File: src/rtl/gate_activation.sv
// Bias-add, saturate and shift-only PWL sigmoid/tanh over an NROW vector captured on a dataReady pulse.
// Latency NROW+1 edges to the outValid pulse; dataReady pulses arriving while busy are dropped.
module gate_activation #(
  parameter  int NROW         = 16,
  parameter  int QN           = 6,
  parameter  int QM           = 11,
  parameter  int ACT_TYPE     = 0,
  localparam int BITWIDTH     = QN + QM + 1,
  localparam int VEC_BITWIDTH = BITWIDTH * NROW
) (
  input  logic                    clock,
  input  logic                    reset,
  input  logic                    dataReady,
  input  logic [VEC_BITWIDTH-1:0] inputVec,
  input  logic [VEC_BITWIDTH-1:0] biasVec,
  output logic                    busy,
  output logic                    outValid,
  output logic [VEC_BITWIDTH-1:0] outVec
);

  localparam int IDXW = $clog2(NROW);

  localparam logic [BITWIDTH-1:0] SAT_MAX = {1'b0, {(BITWIDTH-1){1'b1}}};
  localparam logic [BITWIDTH-1:0] SAT_MIN = {1'b1, {(BITWIDTH-1){1'b0}}};
  localparam logic [BITWIDTH-1:0] ONE     = BITWIDTH'(2048);
  localparam logic [BITWIDTH-1:0] BRK_HI  = BITWIDTH'(10240);
  localparam logic [BITWIDTH-1:0] BRK_MID = BITWIDTH'(4864);
  localparam logic [BITWIDTH-1:0] BRK_LO  = BITWIDTH'(2048);
  localparam logic [BITWIDTH-1:0] OFS_HI  = BITWIDTH'(1728);
  localparam logic [BITWIDTH-1:0] OFS_MID = BITWIDTH'(1280);
  localparam logic [BITWIDTH-1:0] OFS_LO  = BITWIDTH'(1024);

  typedef enum logic [1:0] {IDLE, RUN, DRAIN, DONE} state_t;

  state_t                  state;
  state_t                  stateNext;
  logic [VEC_BITWIDTH-1:0] xReg;
  logic [VEC_BITWIDTH-1:0] bReg;
  logic [IDXW-1:0]         idx;
  logic [BITWIDTH-1:0]     s1;
  logic [IDXW-1:0]         s1Idx;
  logic                    s1Valid;
  logic [BITWIDTH-1:0]     actOut;

  // One guard bit catches overflow; clamp toward the sign of the true sum.
  function automatic logic [BITWIDTH-1:0] satAdd(input logic [BITWIDTH-1:0] a,
                                                 input logic [BITWIDTH-1:0] b);
    logic [BITWIDTH:0] sum;
    sum = {a[BITWIDTH-1], a} + {b[BITWIDTH-1], b};
    if (sum[BITWIDTH] != sum[BITWIDTH-1])
      return sum[BITWIDTH] ? SAT_MIN : SAT_MAX;
    return sum[BITWIDTH-1:0];
  endfunction

  function automatic logic [BITWIDTH-1:0] sigmoid(input logic [BITWIDTH-1:0] s);
    logic [BITWIDTH-1:0] a;
    logic [BITWIDTH-1:0] y;
    if (s == SAT_MIN)
      a = SAT_MAX;
    else if (s[BITWIDTH-1])
      a = -s;
    else
      a = s;
    if (a >= BRK_HI)
      y = ONE;
    else if (a >= BRK_MID)
      y = (a >> 5) + OFS_HI;
    else if (a >= BRK_LO)
      y = (a >> 3) + OFS_MID;
    else
      y = (a >> 2) + OFS_LO;
    return s[BITWIDTH-1] ? (ONE - y) : y;
  endfunction

  // tanh(s) = 2*sigmoid(2s) - 1, with 2s saturated like any other sum.
  function automatic logic [BITWIDTH-1:0] tanhAct(input logic [BITWIDTH-1:0] s);
    logic [BITWIDTH-1:0] sig;
    sig = sigmoid(satAdd(s, s));
    return {sig[BITWIDTH-2:0], 1'b0} - ONE;
  endfunction

  always_ff @(posedge clock) begin
    if (!reset)
      state <= IDLE;
    else
      state <= stateNext;
  end

  always_comb begin
    stateNext = state;
    case (state)
      IDLE:    if (dataReady) stateNext = RUN;
      RUN:     if (idx == IDXW'(NROW - 1)) stateNext = DRAIN;
      DRAIN:   stateNext = DONE;
      DONE:    stateNext = IDLE;
      default: stateNext = IDLE;
    endcase
  end

  assign busy     = (state != IDLE);
  assign outValid = (state == DONE);
  assign actOut   = (ACT_TYPE == 1) ? tanhAct(s1) : sigmoid(s1);

  always_ff @(posedge clock) begin
    if (!reset) begin
      xReg    <= '0;
      bReg    <= '0;
      idx     <= '0;
      s1      <= '0;
      s1Idx   <= '0;
      s1Valid <= 1'b0;
      outVec  <= '0;
    end else begin
      s1Valid <= 1'b0;
      if (state == IDLE && dataReady) begin
        xReg <= inputVec;
        bReg <= biasVec;
        idx  <= '0;
      end
      if (state == RUN) begin
        s1      <= satAdd(xReg[idx*BITWIDTH +: BITWIDTH], bReg[idx*BITWIDTH +: BITWIDTH]);
        s1Idx   <= idx;
        s1Valid <= 1'b1;
        idx     <= idx + IDXW'(1);
      end
      // Only the row leaving stage 1 is written; other rows keep the previous result.
      if (s1Valid)
        outVec[s1Idx*BITWIDTH +: BITWIDTH] <= actOut;
    end
  end

endmodule

File: config.mk
export PLATFORM = sky130hd
export DESIGN_NAME = gate_activation
export DESIGN_NICKNAME = d
export VERILOG_FILES = /design/src/rtl/gate_activation.sv
export SDC_FILE = /design/constraint.sdc
export NUM_CORES = 2
export LEC_CHECK = 0
export CORE_AREA = 2 2 334 336
export DETAILED_ROUTE_END_ITERATION = 7
export DIE_AREA = 0 0 336 338
export DONT_BUFFER_PORTS = 1
export PLACE_DENSITY = 0.59
export SLEW_MARGIN = 0
export SYNTH_ARGS = -nofsm -noshare
export SYNTH_HDL_FRONTEND = slang
export SYNTH_SLANG_ARGS = --single-unit
File: constraint.sdc
create_clock -name clock -period 11.85 [get_ports clock]
set_input_delay 2.37 -clock clock [delete_from_list [all_inputs] [get_ports clock]]
set_output_delay 2.37 -clock clock [all_outputs]
set_load 0.02 [all_outputs]
### Yosys cells after proc, flatten, opt, wreduce, memory -nomap -nowiden

Cells that the tools add are included.

* register bits after elaboration: 893
* bits in latches: 0
* memory bits (writable): 0
* ROM bits: 0
* bits of input ports: 579
* output and inout port bits: 290
* logic and storage cells: 57
* memories: 0

* add/subtract/negate cells: 8
* multiply operators: 2
* divide/modulo/power cells: 0
* magnitude comparators: 3
* equality and inequality tests: 8
* shift-type cells: 4
* muxes and demuxes: 19
* bitwise logic cells: 0
* reduce and logical (&&, ||, !) cells: 5

Operators with widths (number)
* 288-bit by 10-bit variable part select with 18-bit output: 2
* 288-bit bitwise mux: 1
* 18-bit by 34-bit variable shift with 288-bit output (first input constant): 1
* 18-bit by 34-bit variable part select with 288-bit output: 1
* 18-bit two-way mux: 6
* 17-bit two-way mux: 3
* 9-bit negation with 34-bit output: 1
* 18-bit by 18-bit adder with 19-bit output: 1
* 18-bit equality test (second input constant): 1
* 18-bit by 12-bit greater-or-equal comparator with 1-bit output (second input constant): 1
* 18-bit by 13-bit greater-or-equal comparator with 1-bit output (second input constant): 1
* 18-bit by 14-bit greater-or-equal comparator with 1-bit output (second input constant): 1
* 18-bit negation: 1
* 12-bit by 18-bit subtractor with 18-bit output (first input constant): 1
* 16-bit by 11-bit adder with 17-bit output (second input constant): 1
* 15-bit by 11-bit adder with 16-bit output (second input constant): 1
* 4-bit by 4-bit multiplier with 8-bit output (second input constant): 2
* 13-bit by 11-bit adder with 14-bit output (second input constant): 1
* 4-bit two-way mux: 2
* 2-bit case mux with 4 select lines: 1
* 4-bit by 1-bit adder with 4-bit output (second input constant): 1
* 2-bit equality test (second input constant): 2
* 4-bit equality test (second input constant): 1
* 1-bit two-way mux: 4
* 8 further kinds: 11

### Logic depth before layout (Yosys ltp)

* depth after elaboration: 11
* mapped depth: 28
* gate-level depth less buffers: 26

### Least setup slack after synthesis

OpenSTA, ideal clock, no wires.

* path type: flip-flop to flip-flop
* from: register s1[0]
* to: register outVec[286]
* setup time: 132 ps
* data arrival time: 6123 ps
* data required time: 11718 ps
* slack: 5595 ps
* stages on the path, launching flop included: 29
* path buffers: 3
* clock period less this slack: 6255 ps
* cells stage by stage: dfxtp_1 -> inv_1 -> ha_1 -> nor4b_4 -> nand2_1 -> or4_1 -> clkbuf_1 -> clkbuf_1 -> nand2_1 -> inv_1 -> ha_1 -> o211a_1 -> o2111a_1 -> and4bb_2 -> and3_1 -> buf_2 -> or4_1 -> o21ai_0 -> a211o_1 -> ha_1 -> a21boi_0 -> o31a_1 -> nand4_1 -> o21a_1 -> xnor2_1 -> a221oi_1 -> o31ai_4 -> a32oi_1 -> o21ai_0

* word-level cells in the longest chain between the ends: 11
* elaborated cells on any way between the ends: 17

Ends and longest elaborated chain
* start, declared: line 40 `logic [BITWIDTH-1:0] s1;`
* start signal, assigned: line 121 `s1 <= satAdd(xReg[idx*BITWIDTH +: BITWIDTH], bReg[idx*BITWIDTH +: BITWIDTH]);`
* 18-bit negation: line 61 `a = -s;`
* 18-bit two-way mux: line 60 `else if (s[BITWIDTH-1])`
* 18-bit two-way mux (*): line 58 `if (s == SAT_MIN)`
* 16-bit by 11-bit adder with 17-bit output, or another cell as far along: line 71 `y = (a >> 2) + OFS_LO;`
* 17-bit two-way mux: line 68 `else if (a >= BRK_LO)`
* 17-bit two-way mux: line 66 `else if (a >= BRK_MID)`
* 17-bit two-way mux (*): line 64 `if (a >= BRK_HI)`
* 12-bit by 18-bit subtractor with 18-bit output: line 72 `return s[BITWIDTH-1] ? (ONE - y) : y;`
* 18-bit two-way mux (*): line 72
* 18-bit by 34-bit variable part select with 288-bit output (*): line 128 `outVec[s1Idx*BITWIDTH +: BITWIDTH] <= actOut;`
* 288-bit bitwise mux (*): line 128
* end signal, assigned by index: line 128
* end, declared: line 18 `output logic [VEC_BITWIDTH-1:0] outVec`

Mark *: on every way between the ends. The rest lies on a longest branch, timed or not.
A chain may end at the register's enable or synchronous reset.

### Worst setup path after layout

* from: register s1[0]
* to: register outVec[246]

The elaborated chain is that of the path after synthesis.

==> results.yml <==
finish:
  layout.nets: 5326
  total_area_of_multi_input_combinational_cells_um2: 21240
  register_cell_area_after_layout_um2: 17890
  layout-drive-gt1-share: 0.09818
  fillerInstances: 11240
  layoutNonFillerInstCount: 6306
  syn2layout_area_growth_pct: 10.89
yosys:
  yosys.cell_types.count: 103
  syn-mean-instance-area_um2: 8.267
  synthMuxAreaShare: 0.1082
  yosys_warnings: 0
  synth.cell_area_um2: 40530
  async_flop_share: 0
  synthXorXnorAreaFrac: 0.01016
  post_synth_fa_ha_maj_area_fraction: 0.01253
  ys_dominant_reg_cell: "sky130_fd_sc_hd__dfxtp_1"
  synthDominantAreaCellType: "sky130_fd_sc_hd__dfxtp_1"
  leading_cell_types_by_count_after_synthesis: "1384 x sky130_fd_sc_hd__nand2_1, 893 x sky130_fd_sc_hd__dfxtp_1, 783 x sky130_fd_sc_hd__a21oi_1, 292 x sky130_fd_sc_hd__o21ai_0, 291 x sky130_fd_sc_hd__clkbuf_1"
  synthCells: 4903
  synth-edff-count: 0
  synthTopCellsByArea: "sky130_fd_sc_hd__dfxtp_1 44%, sky130_fd_sc_hd__nand2_1 13%, sky130_fd_sc_hd__mux4_2 10%"
  yosys_register_bits: 893
  netlist.area_leader.share: 0.4411
  synth.yosys.seq_area_share: 0.4411
  most_common_cell_in_the_netlist: "sky130_fd_sc_hd__nand2_1"
  yosys.area_share.simple: 0.1957
  synth_top_family_by_area: "compound AO/OA/AOI/OAI gates"
  fraction_of_the_mapped_netlist_area_in_compound_gates: 0.1958
  syn-num-nets: 5522
clock_network:
  ctsResizeCount: 0
  cts.root.buffer_cell: "sky130_fd_sc_hd__clkbuf_16"
  tritoncts_clock_tree: "built"
  number_of_clock_sinks: 893
  clk-insertion-delay-late_ps: 700
  clkSlewWorstSetupHoldPaths_ps: 60
  ctsLongestPathBuffers: 3
  hold_buffers: 0
  postCtsSetupRepairBufs: 0
  cts_max_level: 3
  numCtsBuffers: 96
pwr:
  leakage_power_nw: 15.42
  vdd_ir_drop_max_v: 0.0002081
  netSwitchingFraction: 0.4329
  clock_power_share: 0.251
  power_switching_mw: 5.284
  combinationalPowerShare: 0.438
  power.density_nw_per_um2: 271.6
  share_seq_of_total_power: 0.311
  power.internal_mw: 6.922
  totalPowerFinal_mw: 12.21
sta:
  clock.fmax_mhz: 125.0
  worst_clock_skew_ps: 55.38
  final_hold_fails: 0
  final.setup.tns_ps: 0
  timing.max_slew.rel_slack: 0.1648
  worst_slew_pin_slew_ps: 1248
  min_period_ps: 7999
  final_min_period_over_clock_period: 0.6750
  finalMaxSlewViolations: 0
  grt_setup_unrepaired: "false"
  setup_viol_count_final: 0
critical_path:
  critical_path.startpoint_type: "flop"
  critical_path_required_ps: 12430
  cp-end-kind: "flop"
  worst-path-max-fanout: 16
  path_class: "flop to flop"
  cp.arrival_ps: 8580
floorplanning:
  boundaryPins: 869
  start_util: 0.3683
  die_h_um: 338
  die_width_um: 336
  cell_row_count: 122
  floorplan.core_area_um2: 110100
  fp.dieArea_um2: 113600
routing:
  postRouteWirelength_um: 166100
  dr_vias: 36480
  drcViolationCount: 0
  antenna_violating_nets_post_route: 0
  route.detailed.vias_per_inst: 5.784
  detailedRoute.firstIterationViolations: 4253
  drt-wirelength-per-cell_um: 26.34
  drtPass1Iterations: 6
global_route:
  first_global_vias: 33780
  antenna_found_initial: 50
  grt_first_pass_wirelength_um: 235600
  global_route.usage.total: 0.2794
  grt_max_degree: 300
  overflow: 0
worst_hold_path:
  min_path_type: "flop to flop"
place:
  io_buffers: 0
  placed_cells_incl_taps: 6097
  gp_congestion: 0.9548
  dp_hpwl_um: 123300
run:
  max_cap_violations: 0
outcome:
  outcome: "finished clean"
-- metrics by stage --
step / cell area [um2] / util / hold WS, ps / worst slack, ps
after floorplan: 40530 / - / 433.1 / 5595
after global placement: 41620 / 0.3782 / 439.3 / 4297
after detailed placement: 41620 / 0.3782 / 443.1 / 4103
after CTS: 44870 / 0.4077 / 451.4 / 4045
after global routing: 44940 / 0.4083 / 465.3 / 3298
final: 44950 / 0.4084 / 450.0 / 3851
-- layout make-up --
cell class                      instances  share of cell area
Multi-Input combinational cell       3623              0.4726
Sequential cell                       893              0.3980
Clock buffer                          134             0.06152
Tap cell                             1488             0.04142
Timing Repair Buffer                   59             0.01097
Clock inverter                         44             0.01077
Inverter                               34            0.003007
Antenna cell                           31            0.001726
-- worst paths after layout --
kind	depth (start not counted)	to	startpoint	slack, ps
worst max-delay path	25	outVec[246]	s1[0]	3850
worst min register to register	2	bReg[252]	bReg[252]	450
worst max register to register	25	outVec[246]	s1[0]	3850
worst min-delay path	2	bReg[252]	bReg[252]	450
-- cell usage in the layout (no fill, tap or decap), types with 32 or more instances in the layout --
cell and count:
sky130_fd_sc_hd__mux4_2 180, sky130_fd_sc_hd__nor2_1 215, sky130_fd_sc_hd__o21ai_0 292, sky130_fd_sc_hd__nand3_1 179, sky130_fd_sc_hd__clkbuf_16 96, sky130_fd_sc_hd__buf_4 55
sky130_fd_sc_hd__nand2_1 1383, sky130_fd_sc_hd__inv_1 32, sky130_fd_sc_hd__o31ai_1 47, sky130_fd_sc_hd__dfxtp_1 889, sky130_fd_sc_hd__a22oi_1 34, sky130_fd_sc_hd__ha_1 39
sky130_fd_sc_hd__a31oi_1 42, sky130_fd_sc_hd__nor3_1 37, sky130_fd_sc_hd__a21oi_1 783
-- metal layers --
metal  global-route usage  vias to the layer above  part of all wire
li1                     -                    16900                 -
met1               0.3339                    17540              0.38
met2               0.4642                     1685              0.47
met3              0.08775                      317              0.10
met4               0.1167                       30             0.042
met5                    0                        -            0.0012
-- power groups by stage --
stage	Clock, mW	Combinational [mW]	Sequential [mW]
2_1_floorplan	0	3.89	3.67
3_3_place_gp	0	5.26	3.85
3_5_place_dp	0	5.25	3.86
4_1_cts	3.12	5.27	3.79
5_1_grt	3.24	5.81	3.84
6_report	3.07	5.34	3.80
-- state kept, by name (all words and copies together) (netlist names) --
signal	flops
bReg	288
outVec	288
xReg	288
s1	18
idx	4
s1Idx	4
state	2
s1Valid	1
-- critical path, stage by stage (launching register included) --
cell and delay, ps:
sky130_fd_sc_hd__dfxtp_1 330, sky130_fd_sc_hd__inv_1 130, sky130_fd_sc_hd__ha_1 340, sky130_fd_sc_hd__nor4b_4 410
sky130_fd_sc_hd__nand2_1 230, sky130_fd_sc_hd__or4_1 800, sky130_fd_sc_hd__nand2_1 280, sky130_fd_sc_hd__inv_1 150
sky130_fd_sc_hd__ha_1 230, sky130_fd_sc_hd__o211a_1 120, sky130_fd_sc_hd__o2111a_1 140, sky130_fd_sc_hd__and4bb_2 260
sky130_fd_sc_hd__and3_1 300, sky130_fd_sc_hd__or4_1 530, sky130_fd_sc_hd__o21ai_0 110, sky130_fd_sc_hd__a211o_1 250
sky130_fd_sc_hd__ha_1 190, sky130_fd_sc_hd__a21boi_0 290, sky130_fd_sc_hd__o31a_1 310, sky130_fd_sc_hd__nand4_1 140
sky130_fd_sc_hd__o21a_1 240, sky130_fd_sc_hd__xnor2_1 350, sky130_fd_sc_hd__a22oi_1 150, sky130_fd_sc_hd__o21ai_1 1000
sky130_fd_sc_hd__o21ai_1 280, sky130_fd_sc_hd__o31ai_1 300
-- cells by family after synthesis --
| family | Yosys count |
|---|---|
| and+or+nand+nor | 1935 |
| AOI/OAI and AO/OA | 1393 |
| DFF | 893 |
| buffers and inverters | 387 |
| muxes | 208 |
| xor gates and xnor gates | 47 |
| adders and majority gates | 40 |
Power figures use the tool's default switching activity.
